<file path="src/rtl/ptp_ts_fifo.sv">
// ptp_ts_fifo: PTP timestamp FIFO with a host-side holding register read as 32-bit words
module ptp_ts_fifo #(
    parameter int AW    = 2,
    parameter int TS_W  = 80,
    parameter int SEQ_W = 16,
    parameter int TYP_W = 4
) (
    input  logic             clk,
    input  logic             rst,
    input  logic             clr,
    input  logic             wr_vld,
    input  logic [TS_W-1:0]  wr_ts,
    input  logic [SEQ_W-1:0] wr_seq,
    input  logic [TYP_W-1:0] wr_type,
    input  logic             pop,
    input  logic [1:0]       rd_addr,
    output logic [31:0]      rd_data,
    output logic             hold_vld,
    output logic [AW:0]      count,
    output logic             empty,
    output logic             full,
    output logic             ovf,
    output logic [7:0]       drop_cnt,
    output logic             irq
);
    localparam int DEPTH = 2 ** AW;
    localparam int E_W   = TYP_W + SEQ_W + TS_W;

    logic [E_W-1:0] mem [DEPTH];
    logic [E_W-1:0] hold;
    logic [AW-1:0]  wptr, rptr;
    logic [2:0]     cnt3;
    logic [31:0]    word;
    logic           do_pop, do_wr, drop;

    assign empty  = count == '0;
    assign full   = count == (AW+1)'(DEPTH);
    assign irq    = ~empty | ovf;
    assign do_pop = pop & ~empty;
    assign do_wr  = wr_vld & (~full | pop);
    assign drop   = wr_vld & full & ~pop;
    assign cnt3   = 3'(count);

    always_comb begin
        word = rd_addr == 2'd0 ? hold[31:0] :
               rd_addr == 2'd1 ? hold[63:32] :
               rd_addr == 2'd2 ? {hold[TS_W+:16], hold[64+:16]} :
               {4'b0, hold_vld, ovf, 10'b0, drop_cnt, hold[TS_W+SEQ_W+:4], 1'b0, cnt3};
    end

    // RAM contents need no reset; a write lost to clr never reaches the array
    always_ff @(posedge clk)
        if (do_wr && !clr) mem[wptr] <= {wr_type, wr_seq, wr_ts};

    always_ff @(posedge clk or posedge rst) begin
        if (rst) begin
            wptr     <= '0;
            rptr     <= '0;
            count    <= '0;
            hold     <= '0;
            hold_vld <= 1'b0;
            ovf      <= 1'b0;
            drop_cnt <= '0;
            rd_data  <= '0;
        end else begin
            rd_data <= word;
            if (clr) begin
                wptr     <= '0;
                rptr     <= '0;
                count    <= '0;
                hold     <= '0;
                hold_vld <= 1'b0;
                ovf      <= 1'b0;
                drop_cnt <= '0;
            end else begin
                if (pop) hold_vld <= ~empty;
                if (do_pop) begin
                    hold <= mem[rptr];
                    rptr <= rptr + 1'b1;
                end
                if (do_wr) wptr <= wptr + 1'b1;
                count <= count + (AW+1)'(do_wr) - (AW+1)'(do_pop);
                if (drop) begin
                    ovf <= 1'b1;
                    if (drop_cnt != 8'hFF) drop_cnt <= drop_cnt + 8'd1;
                end
            end
        end
    end
endmodule

</file>
<file path="config.mk">
export PLATFORM = sky130hd
export DESIGN_NAME = ptp_ts_fifo
export DESIGN_NICKNAME = d
export VERILOG_FILES = /design/src/rtl/ptp_ts_fifo.sv
export SDC_FILE = /design/constraint.sdc
export NUM_CORES = 1
export LEC_CHECK = 0
export ABC_AREA = 0
export CORE_ASPECT_RATIO = 0.75
export CORE_UTILIZATION = 35
export CTS_BUF_LIST = sky130_fd_sc_hd__clkbuf_8 sky130_fd_sc_hd__clkbuf_16
export CTS_CLUSTER_DIAMETER = 120
export DETAILED_ROUTE_END_ITERATION = 10
export DONT_BUFFER_PORTS = 1
export SLEW_MARGIN = 20
export SYNTH_ARGS = -nofsm -noshare
export SYNTH_HDL_FRONTEND = slang
export SYNTH_SLANG_ARGS = --single-unit
</file>
<file path="constraint.sdc">
create_clock -name clk -period 5.6 [get_ports clk]
set_clock_uncertainty 0.2 [all_clocks]
set_input_delay 1.12 -clock clk [delete_from_list [all_inputs] [get_ports clk]]
set_output_delay 1.12 -clock clk [all_outputs]
set_load 0.01 [all_outputs]
</file>
==> results of run 1 <==
## registers in the layout, summed over array words and instances (netlist names)
signal / cells
count: 3
rd_data: 32
rptr: 2
hold: 100
ovf: 1
mem: 400
drop_cnt: 8
wptr: 2
hold_vld: 1
## per-stage QoR
| step | hold slack [ps] | total power [mW] | area, sq um | utilization |
|---|---|---|---|---|
| floorplan | 250 | 6.22 | 20700 | - |
| global placement | 274 | 6.66 | 21600 | 0.373 |
| CTS | 298 | 10.0 | 23200 | 0.401 |
| global route | 337 | 10.3 | 23200 | 0.401 |
| finish | 292 | 9.87 | 23200 | 0.401 |
| detailed placement | 284 | 6.68 | 21600 | 0.373 |
## worst max-delay path by stage
stage                       start  slack [ps]                   end  cells past startpoint
2_1_floorplan                 rst         270    count[0]$_DFF_PP0_                      1
3_3_place_gp                  pop        2020  mem[3][90]$_DFFE_PP_                      5
3_5_place_dp                  pop        1970  mem[3][64]$_DFFE_PP_                      5
4_1_cts        count[1]$_DFF_PP0_        2370                   irq                      2
5_1_grt        count[1]$_DFF_PP0_        2260    count[2]$_DFF_PP0_                     11
6_report       count[1]$_DFF_PP0_        2420                   irq                      2
## layout make-up
cell class | count | area (sq um) | area share
clock inverter | 36 | 185 | 0.00797
tap | 780 | 976 | 0.0420
clock buffer | 59 | 1420 | 0.0611
sequential | 549 | 15700 | 0.678
multi-input combinational | 535 | 4710 | 0.203
timing repair buffer | 14 | 171 | 0.00738
inverter | 6 | 30.0 | 0.00129
## power breakdown
part / internal, mW / switching, mW
Clock: 1.85 / 1.47
Sequential: 4.74 / 0.306
Combinational: 0.679 / 0.824
Total: 7.27 / 2.60
## per-layer routing
metal | GRT usage | share of wire
met3 | 0.0536 | 0.093
met2 | 0.252 | 0.46
met1 | 0.226 | 0.43
met4 | 0.0285 | 0.012
met5 | 0 | 0
## placed cells by master (no fill, tap or decap), types with 2 or more instances in the layout
master,count
a211oi_1,3
a21oi_1,103
and2_4,4
and3_1,2
buf_12,5
buf_4,8
clkbuf_16,54
clkbuf_8,5
clkinv_1,12
clkinv_2,7
dfrtp_1,147
dfrtp_4,2
edfxtp_1,400
ha_1,7
inv_1,17
inv_6,4
mux2i_1,17
mux4_2,117
nand2_1,218
nand2b_1,3
nand3_1,2
nand4_1,2
nor2_1,12
nor2b_1,2
nor3_1,4
nor3b_1,2
o21ai_0,17
or4_1,2
xnor2_1,3
xor2_1,3
## cells by family (layout without fill, tap and decap cells)
family / count (synthesis) / in the layout / synth area share
DFF: 549 / 549 / 0.759
muxes: 134 / 134 / 0.135
xor gates and xnor gates: 6 / 6 / 0.00253
and+or+nand+nor: 259 / 259 / 0.0514
AOI/OAI and AO/OA: 128 / 128 / 0.0320
buffers and inverters: 72 / 115 / 0.0152
adders and majority gates: 8 / 8 / 0.00519
## critical path, delay by kind of cell, from the launching register on
kind	cells	cell delay, ps
DFF	1	520
and+or+nand+nor	2	770
==> flow_results.org, run 1 <==
** Critical path
- Flop2flop setup slack :: around 2500 ps
- Worst flop-to-flop path endpoint :: mem[1][29]$_DFFE_PP_
- Walking the worst path, the cells encountered are nor3_1 > nand2b_1.
- Crit path max-delay cell type :: nor3_1
- At the worst endpoint, the required time is between 4000 and 5000 ps.
- Startpoint kind of the worst setup timing path :: flop
- STA classifies the critical path endpoint as an output port.
- Critical path class :: reg -> out
- Of all nets on the critical path, the largest fanout is 7.
- For the worst flop-to-flop path, the logic depth is 5.
- In this design, the stage delay of the slowest critical-path cell is between 500 and 600 ps.
- In this run the critical register-to-register path is launched from count[1]$_DFF_PP0_.
- Data on the critical path arrives at its endpoint at roughly 1900 ps.

** Yosys
- Among all flip-flop cells after synthesis, the most frequent one is edfxtp_1.
- Number of distinct standard cells referenced by the synthesized netlist :: 35
- Of all cell types, the one taking the most synthesized area is edfxtp_1.
- Summed instance area of the synthesized netlist :: 0.0207 sq mm
- Top cells by instance count after synthesis :: 400 x edfxtp_1, 218 x nand2_1, 149 x dfrtp_1
- When the netlist entered floorplanning its net count stood at about 1.3k.
- Flip-flop and latch count after synthesis :: between 500 and 600
- The share of the Yosys chip area taken by registers is 0.759.
- In this run, synthesis inferred 400 flip-flops with an integrated enable.
- Total of warnings raised by yosys :: 0
- Area contributors post-synth :: edfxtp_1 58%, dfrtp_1 18%, mux4_2 13%, nand2_1 3.9%, a21oi_1 2.5%
- Top-count cell post-synth :: edfxtp_1
- Async S/R FF share, synth :: 0.271
- Cells after Synth :: approximately 1.2k
- The average instance in the mapped netlist occupies approximately 18 sq um.
- Of the post-synthesis cell area, the dominant cell type holds 0.579.

** Die
- Number of top-level pins :: 155
- Measured along the y axis, the die boundary spans 213 um.
- From left edge to right edge, the die measures between 200 and 300 um.
- The initial utilization of the core area, before any placement, comes to 0.358.
- Placeable Area :: slightly below 0.06 sq mm
- The die covers approximately 0.06 sq mm.
- Site Rows :: 76

** Cells and area
- The area growth from synthesis to layout is 12.0%.
- Fill cell total of the finished layout :: 5258
- The number of antenna diodes in the final layout is 0.
- Once layout is complete, the cells apart from fillers number 1979.
- In the final layout, the share of cells above drive strength 1 is 0.178.
- Net total in the final layout :: 1272

** Clocking
- The H-tree generated during clock tree synthesis spans 2 levels.
- For the worst-skew pair, the clock arrives at the later sink with an insertion delay of between 500 and 600 ps.
- Buffers inserted during clock tree synthesis total around 50.
- The tree built by TritonCTS fans out to ~550 sinks.
- Buffers added to address setup during post-CTS repair amount to 0.
- The cell sitting at the root of the clock tree is a clkbuf_16.
- Max clock buf depth :: 3
- Clk pin slew, worst setup/hold paths :: 60 ps
- Cts-stage hold buffer count :: 0
- TritonCTS built the clock tree.
- The number of gates resized after CTS was 0.

** Timing
- The hold violation total from the final report came to 0.
- Final Critical Period :: around 3200 ps
- Adding up every negative setup slack in the final design gives 0 ps.
- At the pin with the least slew margin, the transition time is 1030 ps.
- Final worst-path cycle share :: 0.568
- Setup repair after global routing left no endpoint under its margin.
- Once routing completed, OpenROAD measured the worst setup slack at 2420 ps.
- Normalized max-slew margin :: 0.316
- Final slew viol count :: 0
- Fmax :: roughly 310 MHz
- Setup violations remaining at the end of the flow were counted as 0.

** Route
- Across all layers, the routed design uses between 10k and 15k vias.
- Once detail routing completed, the nets flagged for antenna violations numbered 0.
- Drt wl/cell :: 24.4 um
- After the first detailed-routing iteration, the DRC count stood at 1063.
- Via-to-Cell Ratio :: ~5.2
- The routed design has between 40 and 50 mm of wire.
- First drt pass iteration count :: 5
- For this run, design rule violations remaining after detail routing come to 0.

** Global route
- Antenna violations before repair :: 5
- GRT Overall Usage :: 0.162
- Global route total overflow :: 0
- Via count of the first global-routing pass :: roughly 11k
- Largest net degree at the start of global routing :: 120
- The first global-routing pass estimated ~72 mm of wire.

** Place
- Dpl ws :: just under 2000 ps
- Count of placed standard cells including taps :: ~1.9k
- Routability Congestion :: around 0.73
- Port-buffer cells :: 0
- Summed over all nets, the half-perimeter wirelength after detailed placement is 30.3 mm.

** Pwr
- The analysis attributes to cell leakage a power of 7.90 nW.
- IR analysis of the VDD net gives a maximum drop of 0.000226 V.
- Power density cells :: 425 mW/mm^2

** Hold path
- The worst hold path begins at hold[95]$_DFFE_PP0P_.
- Number of instances on the worst hold path :: 2
- The min-delay analysis places its worst path in the category reg -> reg.
- Hold EP :: rd_data[31]$_DFF_PP0_

** Flow run
- Across the run, the number of max-cap violations was 0.

** Run status
- The flow ran to the end, and the final reports show no timing, DRC or antenna violations.
Note: power is estimated with default switching activity, not from simulation.
==> run 2: changes to the inputs <==
==> constraint.sdc (replaced) <==
create_clock -name clk -period 3.1 [get_ports clk]
set_clock_uncertainty 0.2 [all_clocks]
set_input_delay 0.62 -clock clk [delete_from_list [all_inputs] [get_ports clk]]
set_output_delay 0.62 -clock clk [all_outputs]
set_load 0.01 [all_outputs]
==> flow_results.org, run 2 (same netlist as run 1, synthesis figures left out) <==
** Run status
- The run finished with clean final reports.

** Die
- Number of top-level pins :: 155 (unchanged)
- Starting density of the core :: 0.358 (unchanged)
- Die Width :: 283 um (unchanged)
- The area of the placeable core is 0.0580 sq mm (unchanged).
- Die Footprint :: 0.0603 sq mm (unchanged)
- Site Rows :: 76 (unchanged)
- The height of the die was 213 um (unchanged).

** Route
- Via-to-Cell Ratio :: 5.04 (-2.9%)
- Number of design-rule violations left by the first detailed-router iteration :: 772 (-27%)
- The count of vias placed by the detailed router was 10.6k (+3.6%).
- The highest metal layer carrying signal wires in the routed design is met5.
- The count of TritonRoute iterations in the first routing pass came to 5 (unchanged).
- The wire length on met3 is 3.63 mm (-19%).
- The remaining antenna violation count after routing is 0 (unchanged).
- Met2 WL post-DR :: 22.7 mm (+1.6%)
- M1 WL :: 21.1 mm (+1.3%)
- The DRC violation count after routing came to 0 (unchanged).
- Drt total wl :: 48.3 mm (+0.16%)
- The detail-routed net length per standard cell was 22.9 um (-6.1%).

** Global route
- Global-route wire length before repair :: 72.6 mm (+0.58%)
- Global route total overflow :: 0 (unchanged)
- The total global-route track usage is 0.163 (+0.000669).
- The number of global-route vias before repair came to 11.1k (+4.5%).
- Largest net degree at the start of global routing :: 119 (-0.83%)
- Antenna violations before repair :: 10 (+5)

** Cells and area
- Largest registers in the final layout :: mem (400), hold (100), rd_data (32)
- The flip-flop count of the largest register, all copies and words added came to 400 (unchanged).
- The top cell types in the final layout, fill and taps aside, are 400 x edfxtp_1, 218 x nand2_1, 147 x dfrtp_1.
- The final net count is 1398 (+9.9%).
- The non-filler instance count after layout was 2110 (+6.6%).
- Area of the multi-input gates :: 0.00471 sq mm (unchanged)
- Storage cell area :: 0.0157 sq mm (unchanged)
- Leaving out fill and tap cells, the most frequent cell in the layout is edfxtp_1.
- Most flop-heavy register :: mem
- The number of filler instances in the final layout is 5170 (-1.7%).
- The fraction of final layout cells sized beyond drive strength 1 was 0.181 (+0.00251).
- Compared with the post-synthesis result, the final layout area differs by 19.9%.

** Timing
- Normalized max-slew margin :: 0.226 (-0.0907)
- After layout, the minimum clock period comes to 2790 ps.
- Setup repair after global routing left no endpoint under its margin.
- Final setup violating endpoints :: 0 (unchanged)
- Final worst-path cycle share :: 0.899
- The summed negative setup slack over all endpoints is 0 ps (unchanged).
- The final worst setup slack is 312 ps (-2110 ps).
- The final hold slack came to 41.2 ps (-251 ps).
- Final slew viol count :: 0 (unchanged)
- The hold violation total from the final report was 0 (unchanged).
- Fmax :: 359 MHz
- Slew at the pin with the worst max-slew slack :: 1160 ps (+132 ps)

** Clocking
- Clk Latency, worst-skew pair :: 610 ps (+30 ps)
- Total clock sinks :: 549 (unchanged)
- Clk pin slew, worst setup/hold paths :: 60 ps (about the same)
- The TritonCTS buffer count came to 53 (+3.9%).
- The worst-case clock buffer depth came to 3 (unchanged).
- H-tree level count :: 2 (unchanged)
- The root buffer cell chosen for the clock tree is clkbuf_16.
- TritonCTS built the clock tree.

** Critical path
- The depth of the most critical reg-to-reg path is 6 (+1).
- R2r startpoint :: count[1]$_DFF_PP0_
- CP Launch Point :: count[1]$_DFF_PP0_
- Critical path class :: reg -> reg
- Startpoint kind of the worst setup timing path :: flop
- WP data arrival :: 3090 ps (+1230 ps)
- The peak fanout along the critical path was 66 (+59).
- The required time of the worst setup path came to 3410 ps (-870 ps).
- The worst setup path is captured at a flop.

** Place
- The final estimated routing congestion in global placement was 0.768 (+4.9%).
- Detailed placement HPWL :: 30.4 mm (+0.64%)
- Port-buffer cells :: 0 (unchanged)
- Dpl ws :: 318 ps (-1650 ps)
- Count of placed standard cells including taps :: 1901 (+0.90%)

** Pwr
- The reported leakage power was 8.58 nW (+8.6%).
- IR drop worst, VDD :: 0.000456 V (+100%)
- Power density cells :: 756 mW/mm^2 (+78%)

** Hold path
- The count of cells along the worst hold path is 1 (-1).
- Launch point of the worst hold path :: rd_addr[1]
- The path class of the tightest hold or removal check is in -> reg.

** Flow run
- Reported max-cap violation count :: 0 (unchanged)
[run 2: cell types whose count changed in the layout (fill, tap and decap cells not counted), moves of 2 or more]
cell	delta
clkbuf_8	+5
diode_2	+4
buf_12	+17
bufinv_16	+6
inv_6	-4
clkinvlp_4	+2
clkinv_1	-3
dlygate4sd3_1	+106
inv_1	-2
[run 2: report_power, final]
part	leakage (nW)	switching (mW)	total, mW	internal (mW)
sequential	5.66	0.554	9.11	8.55
clock	0.930	2.72	6.64	3.93
combinational	2.00	1.62	3.07	1.44
total	8.58	4.89	18.8	13.9
[run 2: layout make-up]
type                    count  area share
diodes                      4    0.000402
multi-input cells         535       0.189
clock inverters            35      0.0138
flip-flops and latches    549       0.633
clock buffers              63      0.0588
inverters                   6     0.00111
repair buffers            138      0.0642
well taps                 780      0.0392
[run 2: final timing paths]
path | to | slack, ps
worst max-delay path | hold[28]$_DFFE_PP0P_ | 310
worst min-delay path | rd_data[14]$_DFF_PP0_ | 40
worst max register to register | hold[28]$_DFFE_PP0P_ | 310
worst min register to register | rd_data[20]$_DFF_PP0_ | 290
max in group asynchronous | rptr[0]$_DFFE_PP0P_ | 1830
min in group asynchronous | hold[13]$_DFFE_PP0P_ | 430
[run 2: per-layer routing]
layer | global-route usage | vias up
met5 | 0 | -
met4 | 0.0403 | 10
met3 | 0.0479 | 75
met2 | 0.260 | 279
met1 | 0.220 | 5588
li1 | - | 4676
[run 2: timing repair]
item                      CTS  global route
buffers inserted            0             0
hold buffers              107             0
resized for setup           0             0
hold endpoints to repair  691             0
[run 2: stage by stage]
step / util / cell area [sq um] / power, mW
after detailed placement: 0.379 / 22000 / 12.2
after floorplan: - / 20800 / 11.2
after global placement: 0.379 / 22000 / 12.2
after global routing: 0.429 / 24900 / 19.6
final: 0.429 / 24900 / 18.8
after CTS: 0.429 / 24900 / 19.1
[run 2: worst max-delay path, cell delays in order (launching register included)]
cell	delay [ps]
dfrtp_1	540
nor3_1	310
nand2b_4	190
buf_4	370
buf_4	650
nand2_1	130
a21oi_1	190
